$ cat src/rtl/fir_scheduler.sv
// Time-multiplexed stereo FIR: one shared MAC runs all left taps, then all right taps.
// Optional macro FIR_SAT_EN: saturate the result to DW bits instead of wrapping.
module fir_scheduler #(
   parameter int unsigned NTAPS = 8,
   parameter int unsigned DW    = 24,
   parameter int unsigned CW    = 16
) (
   input  logic                      clk,
   input  logic                      reset,
   input  logic                      sample_valid,
   input  logic [DW-1:0]             left_in,
   input  logic [DW-1:0]             right_in,
   input  logic                      coeff_we,
   input  logic [$clog2(NTAPS)-1:0]  coeff_addr,
   input  logic [CW-1:0]             coeff_wdata,
   input  logic                      overrun_clr,
   output logic [DW-1:0]             left_out,
   output logic [DW-1:0]             right_out,
   output logic                      out_valid,
   output logic                      busy,
   output logic                      overrun
);

   localparam int unsigned LG = $clog2(NTAPS);
   localparam int unsigned PW = DW + CW;
   localparam int unsigned AW = PW + LG;

   typedef enum logic [1:0] {IDLE = 2'd0, MAC_L = 2'd1, MAC_R = 2'd2} state_t;

   state_t state, state_next;

   logic signed [DW-1:0] hist_l [NTAPS];
   logic signed [DW-1:0] hist_r [NTAPS];
   logic signed [CW-1:0] coeff  [NTAPS];

   logic [LG-1:0]        wp, base, k, idx;
   logic signed [AW-1:0] acc, acc_sum;
   logic signed [PW-1:0] prod;
   logic signed [DW-1:0] hist_sel, res, left_res;

   logic last, accept, drop, mac_en, fin_l, fin_r, coeff_ok;

   // State register
   always_ff @(posedge clk or negedge reset) begin
      if (!reset) state <= IDLE;
      else        state <= state_next;
   end

   assign last = (k == LG'(NTAPS - 1));

   // Next-state logic
   always_comb begin
      state_next = state;
      unique case (state)
         IDLE:    if (sample_valid) state_next = MAC_L;
         MAC_L:   if (last)         state_next = MAC_R;
         MAC_R:   if (last)         state_next = IDLE;
         default:                   state_next = IDLE;
      endcase
   end

   // Control strobes decoded from the current state
   always_comb begin
      accept   = 1'b0;
      drop     = 1'b0;
      mac_en   = 1'b0;
      fin_l    = 1'b0;
      fin_r    = 1'b0;
      coeff_ok = 1'b0;
      unique case (state)
         IDLE: begin
            accept   = sample_valid;
            coeff_ok = coeff_we && !sample_valid;
         end
         MAC_L: begin
            mac_en = 1'b1;
            drop   = sample_valid;
            fin_l  = last;
         end
         MAC_R: begin
            mac_en = 1'b1;
            drop   = sample_valid;
            fin_r  = last;
         end
         default: ;
      endcase
   end

   // Tap index walks backwards from the newest sample, wrapping mod NTAPS
   assign idx      = base - k;
   assign hist_sel = (state == MAC_R) ? hist_r[idx] : hist_l[idx];
   assign prod     = PW'(coeff[k]) * PW'(hist_sel);
   assign acc_sum  = acc + AW'(prod);

`ifdef FIR_SAT_EN
   logic signed [AW-1:0] shifted;
   always_comb begin
      shifted = acc_sum >>> (CW - 1);
      if ((&shifted[AW-1:DW-1]) || !(|shifted[AW-1:DW-1]))
         res = shifted[DW-1:0];
      else if (shifted[AW-1])
         res = {1'b1, {(DW-1){1'b0}}};
      else
         res = {1'b0, {(DW-1){1'b1}}};
   end
`else
   assign res = DW'(acc_sum >>> (CW - 1));
`endif

   // Datapath, history, coefficient bank and status flags
   always_ff @(posedge clk or negedge reset) begin
      if (!reset) begin
         wp        <= '0;
         base      <= '0;
         k         <= '0;
         acc       <= '0;
         left_res  <= '0;
         left_out  <= '0;
         right_out <= '0;
         out_valid <= 1'b0;
         busy      <= 1'b0;
         overrun   <= 1'b0;
         for (int i = 0; i < int'(NTAPS); i++) begin
            hist_l[i] <= '0;
            hist_r[i] <= '0;
            coeff[i]  <= '0;
         end
      end else begin
         out_valid <= 1'b0;
         busy      <= (state_next != IDLE);

         if (accept) begin
            hist_l[wp] <= left_in;
            hist_r[wp] <= right_in;
            base       <= wp;
            wp         <= wp + LG'(1);
            k          <= '0;
            acc        <= '0;
         end else if (mac_en) begin
            k   <= k + LG'(1);
            acc <= fin_l ? '0 : acc_sum;
         end

         if (fin_l) left_res <= res;
         if (fin_r) begin
            left_out  <= left_res;
            right_out <= res;
            out_valid <= 1'b1;
         end

         if (coeff_ok) coeff[coeff_addr] <= coeff_wdata;

         // A drop in the same cycle as a clear keeps the flag set
         if (drop)             overrun <= 1'b1;
         else if (overrun_clr) overrun <= 1'b0;
      end
   end

endmodule

$ cat config.mk
export PLATFORM = sky130hd
export DESIGN_NAME = fir_scheduler
export DESIGN_NICKNAME = d
export VERILOG_FILES = /design/src/rtl/fir_scheduler.sv
export SDC_FILE = /design/constraint.sdc
export NUM_CORES = 2
export LEC_CHECK = 0
export CORE_MARGIN = 4
export CORE_UTILIZATION = 40
export CTS_BUF_LIST = sky130_fd_sc_hd__clkbuf_4
export DETAILED_ROUTE_END_ITERATION = 10
export GPL_TIMING_DRIVEN = 0
export HOLD_SLACK_MARGIN = 0.06
export SLEW_MARGIN = 20
export SYNTH_ARGS = -nofsm -noshare
export SYNTH_HDL_FRONTEND = slang
export SYNTH_SLANG_ARGS = --single-unit
export TNS_END_PERCENT = 20
$ cat constraint.sdc
create_clock -name clk -period 10.1 [get_ports clk]
set_input_delay 2.02 -clock clk [delete_from_list [all_inputs] [get_ports clk]]
set_output_delay 2.02 -clock clk [all_outputs]
set_load 0.05 [all_outputs]
==> After elaboration in Yosys (flattened, before gate mapping) <==
Index checks and enable logic that the tools add are counted.
{ "totals": {"regBits": 641, "latch_bits": 0, "mem_bits_rw": 0, "mem_bits_ro": 0, "in_bits": 72, "output_inout_bits": 51, "wordCells": 97, "mem_count": 0} }
{ "classes": {"addsub": 4, "n_mul": 1, "div_mod_pow": 0, "order_cmp": 6, "eq_ne": 3, "shifts": 0, "n_mux": 35, "bitwise_logic": 4, "reduce_logical": 9} }
{ "op_table": {"columns": ["operator", "n"], "rows": [
  ["$bwmux W192", 2],
  ["$bmux W24 S3", 2],
  ["$mux W24", 6],
  ["$mux W43", 3],
  ["$bwmux W128", 1],
  ["$demux W24 S3", 1],
  ["$bmux W16 S3", 1],
  ["$demux W16 S3", 1],
  ["$mux W16", 3],
  ["$add A43 B40 Y43", 1],
  ["$mul A16 B24 Y40", 1],
  ["$ge A4 B4 Y1 const B", 4],
  ["$not A3 Y4", 4],
  ["$mux W1", 9],
  ["$lt A4 B1 Y1 const B", 2],
  ["$add A3 B1 Y3 const B", 2],
  ["$mux W2", 3],
  ["$mux W3", 2],
  ["$pmux W2 S3", 1],
  ["$reduce_bool A2 Y1", 3],
  ["$eq A3 B3 Y1 const B", 1],
  ["$logic_and A1 B1 Y1", 3],
  ["$sub A3 B3 Y3", 1],
  ["$eq A2 B1 Y1 const B", 1],
  ["other kinds (4)", 4]
]} }

==> Logic depth before layout (Yosys ltp) <==
{ "logic_depth": {"ltp_word": 11, "ltp_mapped": 36, "ltp_nobuf": 33} }

==> Worst setup path after synthesis <==
Ideal clock, no wire load.
{ "synth_path": {"kind": "register -> register", "startpoint": "register k[1]", "endpoint": "register right_out[21]", "setup_ns": 0.125, "arrival_ns": 9.168, "required_time_ns": 9.975, "setup_slack_ns": 0.807, "stages_incl_launch_ff": 34, "path_buffers": 5, "period_less_slack_ns": 9.293, "path_cell_list": "dfrtp_1 -> buf_4 -> buf_1 -> clkbuf_1 -> inv_1 -> fa_1 -> xor2_1 -> xnor2_2 -> clkbuf_1 -> mux4_2 -> mux4_2 -> buf_2 -> and2_1 -> fa_1 -> inv_1 -> fa_1 -> fa_1 -> fa_1 -> inv_1 -> fa_1 -> inv_1 -> fa_1 -> inv_1 -> ha_1 -> a21o_1 -> a221o_1 -> a21oi_2 -> a31oi_1 -> a211oi_2 -> a31o_2 -> nor3_1 -> or2_1 -> xor2_1 -> mux2_2"} }
{ "synth_via": {"elab_chain_cells": 8, "elab_cells_between_ends": 17, "cone_classes": "add/sub: 2; mul: 1; eq/ne: 1; mux: 11; bitwise: 2"} }
{ "synth_lines": {"columns": ["element", "line_no", "text"], "rows": [
  ["start: declaration", "36", "logic [LG-1:0] wp, base, k, idx;"],
  ["start signal: assignment", "140", "k <= k + LG'(1);"],
  ["$sub A3 B3 Y3", "90", "assign idx = base - k;"],
  ["$not A3 Y4 (implied by the code)", "91", "assign hist_sel = (state == MAC_R) ? hist_r[idx] : hist_l[idx];"],
  ["$bmux W24 S3", "91", null],
  ["$mux W24 (implied by the code) (2 in series)", "91", null],
  ["$mux W24", "91", null],
  ["$mul A16 B24 Y40", "92", "assign prod = PW'(coeff[k]) * PW'(hist_sel);"],
  ["$add A43 B40 Y43", "93", "assign acc_sum = acc + AW'(prod);"],
  ["end signal: assignment", "147", "right_out <= res;"],
  ["end: declaration", "18", "output logic [DW-1:0] right_out,"]
]} }
Parallel ways exist; a longest one is shown, timed or not. The select of a mux whose other input is x is not followed.
A chain may end at the register's enable or synchronous reset.

==> Worst setup path in the final report <==
{ "layout_path": {"startpoint": "register k[1]", "endpoint": "register acc[37]"} }
{ "layout_via": {"elab_chain_cells": 11, "elab_cells_between_ends": 20, "cone_classes": "add/sub: 2; mul: 1; eq/ne: 1; mux: 14; bitwise: 2"} }
{ "layout_lines": {"columns": ["element", "line_no", "text"], "rows": [
  ["$sub A3 B3 Y3", "90", null],
  ["$not A3 Y4 (implied by the code)", "91", null],
  ["$bmux W24 S3", "91", null],
  ["$mux W24 (implied by the code) (2 in series)", "91", null],
  ["$mux W24", "91", null],
  ["$mul A16 B24 Y40", "92", null],
  ["$add A43 B40 Y43", "93", null],
  ["$mux W43 (*)", "141", "acc <= fin_l ? '0 : acc_sum;"],
  ["$mux W43 (*)", "139", "end else if (mac_en) begin"],
  ["$mux W43 (*)", "132", "if (accept) begin"],
  ["end signal: assignment", "141", null],
  ["end: declaration", "37", "logic signed [AW-1:0] acc, acc_sum;"]
]} }
Mark *: on every way between the ends. The rest lies on a longest branch, timed or not. The select of a mux whose other input is x is not followed.

==> out/results.txt <==
Actual transition at the worst max-transition pin - 1.14 ns
Synth cell count leaders - dfrtp_1 (637), mux2_2 (589), inv_1 (480), fa_1 (406), nand2_1 (250)
Syn_nets - 3866
Util after Layout - 45.7%
Area fraction of the dominant cell type after synthesis - 37.8%
Library cell appearing most often on the critical path - fa_1
Area Growth Syn to Fin - 13.0%
CP delay by family, top - adder cells
Number of DRC markers in iteration 0 - 1551
Remaining DRCs - 0
Slowest cell on the critical path - mux4_2
CTS H-Tree Depth - 4
Flip-flop cell with the highest count after synthesis - dfrtp_1
Starting density of the core - 40.5%
Sequential cell area fraction in the yosys report - 37.8%
Unrepaired setup endpoints after global routing - false
Capturing element type of the critical path - flop
Worst-case hold slack - 0.486 ns
Clock-pin slew reported for the worst setup and hold paths after clock tree synthesis - 0.07 ns
Overflow after GRT - 0
Cell area after synthesis - 0.0421 sq mm
Cell taking the most area after synthesis - dfrtp_1
Number of different library cells in the post-synthesis netlist - 59
Number of optimization iterations in the first detailed-route pass - 6
Tightest Hold Check Type - flop to flop
Async set-or-reset flop fraction in the synthesized netlist - 100%
Fill count - 9561
Yosys reg bits - 637
EDFF count, synth - 0
Fmax - 0.103 GHz
Clock sink total - 637
Placement row count - 118
Post-detailed-route via-to-cell ratio - 5.20
DIE AREA - 0.111 sq mm
Later-pin clock latency in the skew report - 1.05 ns
Buffers on Ports - 122
Shortest period the worst path allows - 9.69 ns
Ratio of cells with drive above 1 in the final layout - 29.7%
Clk Tree Root Cell - clkbuf_4
Number of clock buffers inserted by TritonCTS - 175
DIE WIDTH - 333 microns
Most frequent cell after synthesis - dfrtp_1
Max-slew headroom at the worst pin - 21.6%
Wire length after detailed routing - 110000 microns
Startpoint type of the worst setup path - flop
Setup-violating endpoint count in the final report - 0
Number of antenna-violating nets in the routed design - 0
Global-route wire length before repair - 174000 microns
Total number of yosys warnings - 0
Detailed-routing wirelength on met1 - 47300 microns
Required arrival time at the worst endpoint - 10.99 ns
Wirelength per Cell - 21.8 microns
Result of the run - completed
Highest routed metal layer - met5
Number of hold-slack violations in the final timing report - 0
Maximum number of buffers from clock root to sink - 3
Cells taking the most area after synthesis - dfrtp_1 (38%), fa_1 (19%), mux2_2 (16%)
Critical path type - flop to flop
Number of nets in the final layout - 4179
Final worst-path cycle share - 96.0%
Core region area - 0.104 sq mm
Count of buffer and inverter cells on the critical path - 10
Maximum fanout along the worst path - 25
Final number of max-transition violations - 0
Count of mapped cells out of synthesis - 3269
Avg Inst Size Synth - 12.9 sq um
Tot GR Track Use - 20.5%
Met3 Routed Length - 7470 microns
Maximum number of pins on one net before global-route repair - 96
Arr. time, crit path - 10.58 ns
Setup TNS Final - 0 ns
Critical Path Max Stage Delay - 0.67 ns
Die height - 333 microns
CTS tree - yes
Io pins - 123
DR vias - 26400
Metal2 WL - 53200 microns
GPL Wtd Cong - 0.898
Antenna violations before repair - 12
Number of max-capacitance violations reported - 0
Detailed-placement wirelength estimate - 82000 microns
Via count of the first global-routing pass - 28800
Fin Clk Skew - 0.105 ns
[kinds of logic after synthesis]
logic type / Yosys count / synth area share, %
mux: 749 / 24.0
buf+inv: 640 / 5.85
flops: 637 / 37.8
fa+ha+maj: 525 / 22.8
simple gates: 516 / 5.91
compound gates: 150 / 2.49
xor+xnor: 52 / 1.10
[flip-flops by register name (all words and copies together) (netlist names)]
name,flops
acc,39
hist_l,192
left_out,24
busy,1
wp,3
out_valid,1
base,3
coeff,128
state,2
left_res,24
k,3
hist_r,192
right_out,24
overrun,1
[worst paths after layout]
| kind | cells after the start | slack, ns | start | end |
|---|---|---|---|---|
| worst max-delay path | 30 | 0.41 | k[1] | acc[37] |
| worst min-delay path | 2 | 0.49 | left_res[3] | left_res[3] |
| worst max register to register | 30 | 0.41 | k[1] | acc[37] |
| worst min register to register | 2 | 0.49 | left_res[3] | left_res[3] |
| max in group asynchronous | 4 | 7.37 | reset | right_out[7] |
| min in group asynchronous | 1 | 0.97 | reset | base[2] |
[area by class of cell]
type / count / area, sq um / share of cell area [%]
multi-input cells: 1992 / 23800 / 49.9
well taps: 1380 / 1730 / 3.63
plain buffers: 156 / 693 / 1.46
flip-flops and latches: 637 / 15900 / 33.5
clock buffers: 248 / 1860 / 3.91
repair buffers: 139 / 1490 / 3.14
clock inverters: 38 / 280 / 0.589
diodes: 7 / 17.5 / 0.0368
inverters: 481 / 1810 / 3.79
[worst register-to-register path: cells and delay by family, from the launching register on]
family / cells / cell delay [ns]
adders and majority gates: 8 / 3.85
muxes: 2 / 0.99
DFF: 1 / 0.40
AOI/OAI and AO/OA: 4 / 1.16
xor gates and xnor gates: 2 / 0.42
buffers and inverters: 10 / 1.43
and+or+nand+nor: 4 / 1.32
[layer usage]
metal | track usage, % | vias to the layer above
met5 | 0 | -
met4 | 5.39 | 12
met3 | 5.24 | 168
met2 | 33.6 | 805
met1 | 27.2 | 13900
li1 | - | 11500
[layout by cell type, fill, tap and decap left out, types with 13 or more instances in the layout]
cell type | netlist | routed
dfrtp_1 | 637 | 637
mux2_2 | 589 | 589
inv_1 | 480 | 480
fa_1 | 406 | 406
clkbuf_4 | 0 | 253
nand2_1 | 250 | 250
mux4_2 | 149 | 149
clkdlybuf4s50_1 | 0 | 121
ha_1 | 119 | 119
clkbuf_1 | 92 | 87
and2_1 | 79 | 79
nor2b_1 | 67 | 67
nor2_1 | 45 | 44
xnor2_1 | 38 | 37
buf_2 | 38 | 35
o21ai_0 | 36 | 35
a21oi_1 | 29 | 29
a22o_1 | 26 | 26
clkinv_1 | 0 | 22
buf_1 | 26 | 21
nand2b_1 | 17 | 17
a21o_1 | 14 | 14
buf_4 | 2 | 13
[per-stage QoR]
stage	area [sq um]	setup WS [ns]	instances
after global routing	47600	0.0195	5075
after floorplan	42100	0.807	3269
final	47600	0.407	5078
after global placement	45100	-22.77	4771
after detailed placement	45300	-1.81	4780
after CTS	47500	0.0237	5068
[repair_timing]
action,4_1_cts,5_1_grt
hold buffers,0,0
pin swaps,2,1
setup buffers,4,4
endpoints found under the setup margin,72,28
gates resized for setup,9,18
Power is left out: the tool's default activity adds up to more than one toggle a clock period on the data nets, which glitch-free logic cannot reach.
